===== src/rtl/aes_pkg.sv =====
// Shared constants, types and helpers for the iterative AES-128 engine.
package aes_pkg;

    localparam int unsigned BLK_W     = 128;
    localparam int unsigned NR_AES128 = 10;
    localparam int unsigned RND_W     = 4;

    typedef logic [BLK_W-1:0] blk_t;

    localparam logic [1:0] S_IDLE  = 2'd0;
    localparam logic [1:0] S_ROUND = 2'd1;
    localparam logic [1:0] S_DONE  = 2'd2;

    // Key-schedule round constant; index 0 is never used by the sequencer.
    function automatic logic [7:0] rcon(input logic [RND_W-1:0] rnd);
        case (rnd)
            4'd1:    return 8'h01;
            4'd2:    return 8'h02;
            4'd3:    return 8'h04;
            4'd4:    return 8'h08;
            4'd5:    return 8'h10;
            4'd6:    return 8'h20;
            4'd7:    return 8'h40;
            4'd8:    return 8'h80;
            4'd9:    return 8'h1b;
            4'd10:   return 8'h36;
            default: return 8'h00;
        endcase
    endfunction

endpackage


===== src/rtl/aes_iter_ctrl_if.sv =====
// Block-level plaintext/key input and ciphertext output handshakes.
interface aes_iter_ctrl_if;
    import aes_pkg::*;

    logic in_valid;
    logic in_ready;
    blk_t in_data;
    blk_t in_key;
    logic out_valid;
    logic out_ready;
    blk_t out_data;

    modport master (
        output in_valid, in_data, in_key, out_ready,
        input  in_ready, out_valid, out_data
    );

    modport slave (
        input  in_valid, in_data, in_key, out_ready,
        output in_ready, out_valid, out_data
    );

endinterface


===== src/rtl/aes_key_step.sv =====
// One AES-128 key-expansion step: derives the next round key from the current one.
module aes_key_step
    import aes_pkg::*;
(
    input  blk_t       key_i,
    input  logic [7:0] rcon_i,
    output blk_t       key_o
);
    logic [31:0] w0, w1, w2, w3;
    logic [31:0] rot_w, sub_w;
    logic [31:0] n0, n1, n2, n3;

    assign {w0, w1, w2, w3} = key_i;
    assign rot_w = {w3[23:0], w3[31:24]};

    for (genvar i = 0; i < 4; i++) begin : g_sbox
        aes_sbox u_sbox (
            .byte_i (rot_w[8*i +: 8]),
            .byte_o (sub_w[8*i +: 8])
        );
    end

    assign n0    = w0 ^ sub_w ^ {rcon_i, 24'h000000};
    assign n1    = w1 ^ n0;
    assign n2    = w2 ^ n1;
    assign n3    = w3 ^ n2;
    assign key_o = {n0, n1, n2, n3};

endmodule


===== src/rtl/aes_sbox.sv =====
// AES forward S-box as a constant lookup table.
module aes_sbox (
    input  logic [7:0] byte_i,
    output logic [7:0] byte_o
);
    localparam logic [2047:0] SBOX_TBL = {
        128'h637c777bf26b6fc53001672bfed7ab76,
        128'hca82c97dfa5947f0add4a2af9ca472c0,
        128'hb7fd9326363ff7cc34a5e5f171d83115,
        128'h04c723c31896059a071280e2eb27b275,
        128'h09832c1a1b6e5aa0523bd6b329e32f84,
        128'h53d100ed20fcb15b6acbbe394a4c58cf,
        128'hd0efaafb434d338545f9027f503c9fa8,
        128'h51a3408f929d38f5bcb6da2110fff3d2,
        128'hcd0c13ec5f974417c4a77e3d645d1973,
        128'h60814fdc222a908846eeb814de5e0bdb,
        128'he0323a0a4906245cc2d3ac629195e479,
        128'he7c8376d8dd54ea96c56f4ea657aae08,
        128'hba78252e1ca6b4c6e8dd741f4bbd8b8a,
        128'h703eb5664803f60e613557b986c11d9e,
        128'he1f8981169d98e949b1e87e9ce5528df,
        128'h8ca1890dbfe6426841992d0fb054bb16
    };

    // Entry k sits at bit offset 8*(255-k), which is 8 * ~k.
    assign byte_o = SBOX_TBL[{~byte_i, 3'b000} +: 8];

endmodule


===== src/rtl/aes_iter_ctrl.sv =====
// Iterative AES-128 sequencer: FSM, round counter, state/key registers and handshakes.
// The round function itself lives in an external single-round datapath.
module aes_iter_ctrl
    import aes_pkg::*;
#(
    parameter int unsigned NR = NR_AES128
) (
    input  logic           clk,
    input  logic           rst,
    aes_iter_ctrl_if.slave bus,
    output blk_t           rnd_state_o,
    output blk_t           rnd_key_o,
    output logic           rnd_last_o,
    input  blk_t           rnd_state_i,
    output logic           busy
);
    if (NR != NR_AES128) begin : g_nr_check
        $error("aes_iter_ctrl supports only NR = 10 (AES-128)");
    end

    localparam logic [RND_W-1:0] RND_LAST = RND_W'(NR);

    logic [1:0]       state_q, state_d;
    logic [RND_W-1:0] round_q, round_d;
    blk_t             data_q, data_d;
    blk_t             key_q, key_d;
    blk_t             next_key;
    logic [7:0]       rcon_cur;
    logic             in_ready_q, out_valid_q, busy_q;
    logic             in_round;

    assign rcon_cur = rcon(round_q);

    aes_key_step u_key_step (
        .key_i  (key_q),
        .rcon_i (rcon_cur),
        .key_o  (next_key)
    );

    // Next-state logic for FSM, counter and the state/key registers.
    always_comb begin
        state_d = state_q;
        round_d = round_q;
        data_d  = data_q;
        key_d   = key_q;
        case (state_q)
            S_IDLE: begin
                if (bus.in_valid && in_ready_q) begin
                    data_d  = bus.in_data ^ bus.in_key;
                    key_d   = bus.in_key;
                    round_d = RND_W'(1);
                    state_d = S_ROUND;
                end
            end
            S_ROUND: begin
                data_d = rnd_state_i;
                key_d  = next_key;
                if (round_q == RND_LAST) begin
                    state_d = S_DONE;
                end else begin
                    round_d = round_q + RND_W'(1);
                end
            end
            S_DONE: begin
                if (out_valid_q && bus.out_ready) begin
                    state_d = S_IDLE;
                    round_d = '0;
                end
            end
            default: begin
                state_d = S_IDLE;
                round_d = '0;
            end
        endcase
    end

    // Handshake flags are registered from the next state so they line up with it.
    always_ff @(posedge clk or posedge rst) begin
        if (rst) begin
            state_q     <= S_IDLE;
            round_q     <= '0;
            data_q      <= '0;
            key_q       <= '0;
            in_ready_q  <= 1'b1;
            out_valid_q <= 1'b0;
            busy_q      <= 1'b0;
        end else begin
            state_q     <= state_d;
            round_q     <= round_d;
            data_q      <= data_d;
            key_q       <= key_d;
            in_ready_q  <= (state_d == S_IDLE);
            out_valid_q <= (state_d == S_DONE);
            busy_q      <= (state_d == S_ROUND) || (state_d == S_DONE);
        end
    end

    assign in_round = (state_q == S_ROUND);

    assign bus.in_ready  = in_ready_q;
    assign bus.out_valid = out_valid_q;
    assign bus.out_data  = data_q;
    assign busy          = busy_q;

    assign rnd_state_o = in_round ? data_q : '0;
    assign rnd_key_o   = in_round ? next_key : '0;
    assign rnd_last_o  = in_round && (round_q == RND_LAST);

endmodule


===== src/flat_wrapper.sv =====
// flat-port wrapper written by rule: the top's interface ports become plain ports
module aes_iter_ctrl_flat import aes_pkg::*;
#(
    parameter int unsigned NR = NR_AES128
)
  (clk, rst, rnd_state_o, rnd_key_o, rnd_last_o, rnd_state_i, busy, bus_in_valid, bus_in_data, bus_in_key, bus_out_ready, bus_in_ready, bus_out_valid, bus_out_data);
  aes_iter_ctrl_if bus_i ();
  input  logic clk;
  input  logic rst;
  output blk_t rnd_state_o;
  output blk_t rnd_key_o;
  output logic rnd_last_o;
  input  blk_t rnd_state_i;
  output logic busy;
  input wire logic [$bits(bus_i.in_valid)-1:0] bus_in_valid;
  input wire logic [$bits(bus_i.in_data)-1:0] bus_in_data;
  input wire logic [$bits(bus_i.in_key)-1:0] bus_in_key;
  input wire logic [$bits(bus_i.out_ready)-1:0] bus_out_ready;
  output wire logic [$bits(bus_i.in_ready)-1:0] bus_in_ready;
  output wire logic [$bits(bus_i.out_valid)-1:0] bus_out_valid;
  output wire logic [$bits(bus_i.out_data)-1:0] bus_out_data;
  assign bus_i.in_valid = bus_in_valid;
  assign bus_i.in_data = bus_in_data;
  assign bus_i.in_key = bus_in_key;
  assign bus_i.out_ready = bus_out_ready;
  assign bus_in_ready = bus_i.in_ready;
  assign bus_out_valid = bus_i.out_valid;
  assign bus_out_data = bus_i.out_data;
  aes_iter_ctrl #(.NR(NR)) u_core (.clk(clk), .rst(rst), .bus(bus_i), .rnd_state_o(rnd_state_o), .rnd_key_o(rnd_key_o), .rnd_last_o(rnd_last_o), .rnd_state_i(rnd_state_i), .busy(busy));
endmodule

===== config.mk =====
export PLATFORM = sky130hd
export DESIGN_NAME = aes_iter_ctrl_flat
export DESIGN_NICKNAME = d
export VERILOG_FILES = /design/src/rtl/aes_pkg.sv /design/src/rtl/aes_iter_ctrl_if.sv /design/src/rtl/aes_key_step.sv /design/src/rtl/aes_sbox.sv /design/src/rtl/aes_iter_ctrl.sv /design/src/flat_wrapper.sv
export SDC_FILE = /design/constraint.sdc
export NUM_CORES = 2
export LEC_CHECK = 0
export CAP_MARGIN = 20
export CORE_AREA = 2 2 302 304
export CTS_BUF_LIST = sky130_fd_sc_hd__clkbuf_8
export CTS_CLUSTER_DIAMETER = 30
export DETAILED_ROUTE_END_ITERATION = 16
export DIE_AREA = 0 0 304 306
export DONT_BUFFER_PORTS = 1
export PLACE_DENSITY = 0.53
export SKIP_CTS_REPAIR_TIMING = 1
export SLEW_MARGIN = 20
export SYNTH_ARGS = -nofsm -noshare
export SYNTH_HDL_FRONTEND = slang
export SYNTH_HIERARCHICAL = 1
export SYNTH_SLANG_ARGS = --single-unit

===== constraint.sdc =====
create_clock -name clk -period 15.7 [get_ports clk]
set_input_delay 3.14 -clock clk [delete_from_list [all_inputs] [get_ports clk]]
set_output_delay 3.14 -clock clk [all_outputs]
set_load 0.02 [all_outputs]

After elaboration in Yosys (flattened, before gate mapping)

Memories as Yosys holds them, arrays and structs flattened.
Index checks and enable logic that the tools add are counted.

Memories: 1
Bits in registers: 265
ROM bits: 128
Word-level logic and storage cells: 54
Output and inout port bits: 388
Bits of input ports: 388

Equality and inequality tests: 8
Reductions and logical operators: 9
Bitwise gates (word level): 10
$add $sub $neg: 1
Shift operators: 4
Mux-type cells: 14

Memories:

| memory           | words | width | read ports | clocked after memory_dff | write ports | RTL line      | RTL |
|---|---|---|---|---|---|---|---|
| (name not given) | 16    | 8     | 1          | 0                        | 0           | aes_pkg.sv:16 | `case (rnd)` |

Operators with widths:

| kind                       | number |
|---|---|
| $shiftx 2048x12->8 const A | 4 |
| $mux 128                   | 4 |
| $pmux 128 s2               | 2 |
| $xor 32x32->32             | 5 |
| $xor 128x128->128          | 1 |
| $not 8->8                  | 4 |
| $mux 4                     | 3 |
| $pmux 4 s3                 | 1 |
| $mux 2                     | 3 |
| $pmux 2 s3                 | 1 |
| $add 4x1->4 const B        | 1 |
| $eq 2x1->1 const B         | 2 |
| $eq 2x2->1 const B         | 2 |
| $eq 4x4->1 const B         | 1 |
| $logic_not 2->1            | 2 |
| $ne 2x1->1 const B         | 2 |
| $logic_and 1x1->1          | 3 |
| $reduce_and 3->1           | 1 |
| $ne 2x2->1 const B         | 1 |
| $reduce_and 2->1           | 1 |
| $reduce_bool 2->1          | 1 |
| $logic_or 1x1->1           | 1 |

Depth between registers and ports, before layout

Depth after elaboration: 8
Mapped depth: 17
Gate-level depth less buffers: 14

Hierarchy

The synthesis kept the hierarchy.

Modules (own cells, without submodules):

| module        | instances | sequential area each (um^2) | cells an instance | area each (um^2) |
|---|---|---|---|---|
| aes_sbox      | 4         | 0.0                         | 550               | 3533.4 |
| aes_iter_ctrl | 1         | 6632.6                      | 1598              | 14084.8 |
| aes_key_step  | 1         | 0.0                         | 175               | 1550.2 |

Least setup slack after synthesis

OpenSTA, ideal clock, no wires.

Path kind: register to output
Start point: register u_core.key_q[17]
End point: output rnd_key_o[30]
Arrival: 3.487 ns
Data required time: 12.560 ns
Buffers on the path: 2
Setup slack: 9.073 ns
Stages on the path, launching flop included: 15
Path through: dfrtp_1 buf_2 inv_1 ha_1 or2_2 clkbuf_1 o22ai_1 a311oi_1 a211oi_1 a211oi_1 o22ai_1 xnor3_2 xnor2_2 xor2_1 and2_1

Cells in the longest elaborated chain, start to end: 8

RTL lines:

| what                            | RTL line             | RTL |
|---|---|---|
| from (decl)                     | aes_iter_ctrl.sv:26  | `blk_t key_q, key_d;` |
| from (signal assigned)          | aes_iter_ctrl.sv:91  | `key_q <= key_d;` |
| $not 8->8                       | aes_sbox.sv:26       | `assign byte_o = SBOX_TBL[{~byte_i, 3'b000} +: 8];` |
| $shiftx 2048x12->8              | aes_sbox.sv:26       |  |
| via u_core.u_key_step.sub_w[30] | aes_key_step.sv:10   | `logic [31:0] rot_w, sub_w;` |
| $xor 32x32->32 (2 in a row)     | aes_key_step.sv:23   | `assign n0 = w0 ^ sub_w ^ {rcon_i, 24'h000000};` |
| $xor 32x32->32                  | aes_key_step.sv:24   | `assign n1 = w1 ^ n0;` |
| $xor 32x32->32                  | aes_key_step.sv:25   | `assign n2 = w2 ^ n1;` |
| via u_core.next_key[62]         | aes_iter_ctrl.sv:27  | `blk_t next_key;` |
| $xor 32x32->32                  | aes_key_step.sv:26   | `assign n3 = w3 ^ n2;` |
| via u_core.next_key[30]         | aes_iter_ctrl.sv:27  |  |
| $mux 128                        | aes_iter_ctrl.sv:106 | `assign rnd_key_o = in_round ? next_key : '0;` |
| to (decl)                       | flat_wrapper.sv:11   | `output blk_t rnd_key_o;` |

The timed path passes the listed nets, and every way through them passes these cells.

Worst setup path in the final report

Start point: register u_core.key_q[17]
End point: output rnd_key_o[61]

Cells in the longest elaborated chain, start to end: 7

RTL lines:

| what                            | RTL line |
|---|---|
| $not 8->8                       | aes_sbox.sv:26 |
| $shiftx 2048x12->8              | aes_sbox.sv:26 |
| via u_core.u_key_step.sub_w[29] | aes_key_step.sv:10 |
| $xor 32x32->32 (2 in a row)     | aes_key_step.sv:23 |
| $xor 32x32->32                  | aes_key_step.sv:24 |
| via u_core.next_key[93]         | aes_iter_ctrl.sv:27 |
| $xor 32x32->32                  | aes_key_step.sv:25 |
| via u_core.next_key[61]         | aes_iter_ctrl.sv:27 |
| $mux 128                        | aes_iter_ctrl.sv:106 |

The timed path passes the listed nets, and every way through them passes these cells.

==> reports/results.tsv <==
stage	metric	value	unit
run_status	outcome	complete, no violations	
clock_network	cts_tree	done	
worst_setup_path	reg2reg_to	u_core/key_q[48]	
floorplan	coreArea	89600	µm²
worst_setup_path	startpoint_type	flip-flop	
worst_setup_path	slowest_delay	900	ps
clock_network	cts-htree-levels	3	
place	dp_hpwl	104000	µm
sta	hold_violations	0	
clock_network	clkSinkCount	265	
grt	grt_first_pass_wirelength	207000	µm
clock_network	clk_pin_slew	50	ps
sta	tightest_slew	1030	ps
worst_hold_path	min_from	u_core/key_q[97]	
floorplan	die_w	304	µm
sta	period_needed	8990	ps
cells_and_area	final_core_util	0.349	
synthesis	syn_area	29800	µm²
grt	grt_overflow_total	0	
worst_setup_path	critPathRequiredTime	12560	ps
worst_setup_path	crit_arrival	5850	ps
grt	top_usage_layer	met2	
worst_hold_path	min_path_cells	2	
synthesis	synth_warnings	6	
worst_hold_path	hold_path.class	reg2reg	
grt	track_usage	0.293	
detailed_routing	wl_per_cell	29.2	µm
synthesis	synthCells	3973	
sta	fin_skew	45.3	ps
synthesis	seq_area_frac_synth	0.223	
floorplan	fp.dieH	306	µm
cells_and_area	stdcell_count	4952	
worst_setup_path	r2r_cells	14	
floorplan	rows	110	
cells_and_area	mostFrequentLayoutCell	nand2_1	
sta	rsz0062_at_grt	no	
detailed_routing	totalWireLength	144000	µm
sta	hold-worst-slack	501	ps
grt	met1_usage	0.383	
synthesis	syn_area_per_cell	7.49	µm²
sta	fin_crit_sh	0.573	
synthesis	synthFlopType	dfrtp_1	
sta	fmax	111	MHz
detailed_routing	ant_nets	0	
sta	setup_viol	0	
detailed_routing	drt_iter0_drc	5160	
cells_and_area	regArea	6660	µm²
clock_network	clk_path_buf_depth	3	
floorplan	start_util	0.332	
detailed_routing	dr.pass1.iters	6	
worst_setup_path	end_kind	primary output	
clock_network	cts-buffers-inserted	74	
synthesis	syn-num-nets	4429	
worst_setup_path	r2r_start	u_core/key_q[9]	
cells_and_area	drive_gt1_frac	0.0904	
grt	first_global_vias	29200	
synthesis	async_flop_share	1.00	
worst_setup_path	r2r_slack	10120	ps
floorplan	die-area	93000	µm²
clock_network	cts_root_buf	clkbuf_8	
worst_setup_path	cpMaxStageDelayCell	ha_1	
worst_setup_path	critical_path.max_fanout	34	
floorplan	io_pins	776	
place	post-place-cells	4810	
detailed_routing	dr_total_vias	31700	
run	cap_violations	0	
grt	antenna_found_initial	8	
clock_network	clock_latency	740	ps
grt	met3_usage	0.0764	
grt	grt_max_degree	221	
synthesis	ys_seq_elements	265	
detailed_routing	via_per_inst	6.40	
worst_hold_path	worstHoldEndpoint	u_core/key_q[97]	
worst_setup_path	cp_cell_sequence	buf_4 -> inv_1 -> ha_1 -> inv_1 -> nor2_1 -> o31ai_1 -> a21oi_1 -> a211oi_1 -> a311oi_1 -> xnor2_1 -> xnor2_1 -> xor2_1 -> and2_1	
place	portBuffers	0	
sta	fin_tns_setup	0	ps
grt	grt_use_met2	0.439	
synthesis	ys_types	85	
cells_and_area	final_cell_mix	nand2_1, a21oi_1, and2_1, o21ai_0, dfrtp_1	
sta	drv_slew	0	
cells_and_area	fill_cells	9561	
worst_setup_path	crit_type	reg2out	
synthesis	synth_edf_count	0	
cells_and_area	nNetsFinal	4166	
place	place_congestion	1.06	
cells_and_area	multiInputGateArea	20500	µm²
detailed_routing	drc	0	
sta	slew_headroom	0.315	
cells_and_area	area_growth	5.15	%
## through the flow
| stage | setup slack [ps] | area [µm²] |
|---|---|---|
| finish | 6710 | 31300 |
| global route | 6570 | 31300 |
| CTS | 6840 | 31300 |
| detailed placement | 7630 | 29400 |
| global placement | 7560 | 29400 |
| floorplan | 5260 | 29800 |
## kinds of logic (layout without fill, tap and decap cells)
family	count (synthesis)	after routing	synth area share
compound gates	1538	1538	0.326
simple gates	1297	1297	0.225
buf+inv	462	260	0.0875
xor+xnor	310	310	0.0920
flops	265	265	0.223
fa+ha+maj	68	68	0.0286
mux	33	33	0.0173
other cells	0	5	0
## Yosys cell counts, types with 53 or more instances
library cell,count,area [µm²]
dfrtp_1,264,6610
a31oi_1,68,425
o21ai_0,267,1340
and2_1,289,1810
buf_6,59,664
a211oi_1,53,398
xnor2_1,88,771
inv_1,54,203
a21oi_1,338,1690
ha_1,68,851
nand2_1,404,1520
o22ai_1,181,1130
nor2b_1,68,425
xor2_1,220,1930
o21ai_1,209,1050
nand3_1,74,370
nand2b_1,89,557
nor2_1,186,698
buf_2,159,796
clkbuf_1,127,477
## flip-flops by register name, summed over array words and instances (netlist names)
register              flops
u_core/state_q            2
u_core/round_q            4
u_core/bus.in_ready       1
u_core/bus.out_valid      1
u_core/busy               1
u_core/key_q            128
u_core/bus.out_data     128
## final cells by class
class	count	area share
Multi-Input combinational cell	3246	0.656
Sequential cell	265	0.213
Tap cell	1176	0.0470
Clock buffer	86	0.0378
Clock inverter	51	0.0222
Timing Repair Buffer	65	0.0160
Inverter	58	0.00727
Antenna cell	5	0.000400
## worst max path at each step
stage / cells past startpoint / from / slack (ps) / to
after floorplan: 1 / rst / 5260 / u_core/bus.out_data[0]
after global placement: 13 / u_core/key_q[17] / 7560 / rnd_key_o[29]
after detailed placement: 13 / u_core/key_q[17] / 7630 / rnd_key_o[29]
after CTS: 13 / u_core/key_q[17] / 6840 / rnd_key_o[29]
after global routing: 13 / u_core/key_q[17] / 6570 / rnd_key_o[61]
final: 13 / u_core/key_q[17] / 6710 / rnd_key_o[61]
## worst max-delay path, delay by kind of cell (launching register included)
kind	cells	cell delay (ps)
AO/OA/AOI/OAI	4	970
XOR/XNOR	3	1180
adder cells (fa/ha/maj)	1	900
buffers and inverters	3	1150
flip-flops	1	320
AND/OR/NAND/NOR	2	600
## per-layer routing
layer / part of all wire / up-vias / wire length, µm
met1: 0.40 / 15000 / 57400
li1: - / 13900 / -
met2: 0.43 / 2387 / 62400
met4: 0.057 / 4 / 8260
met5: 0.00015 / - / 21
met3: 0.11 / 465 / 16400
Power is not shown: default switching activity piles up to over one toggle a cycle in this logic, so the estimate is an artifact.
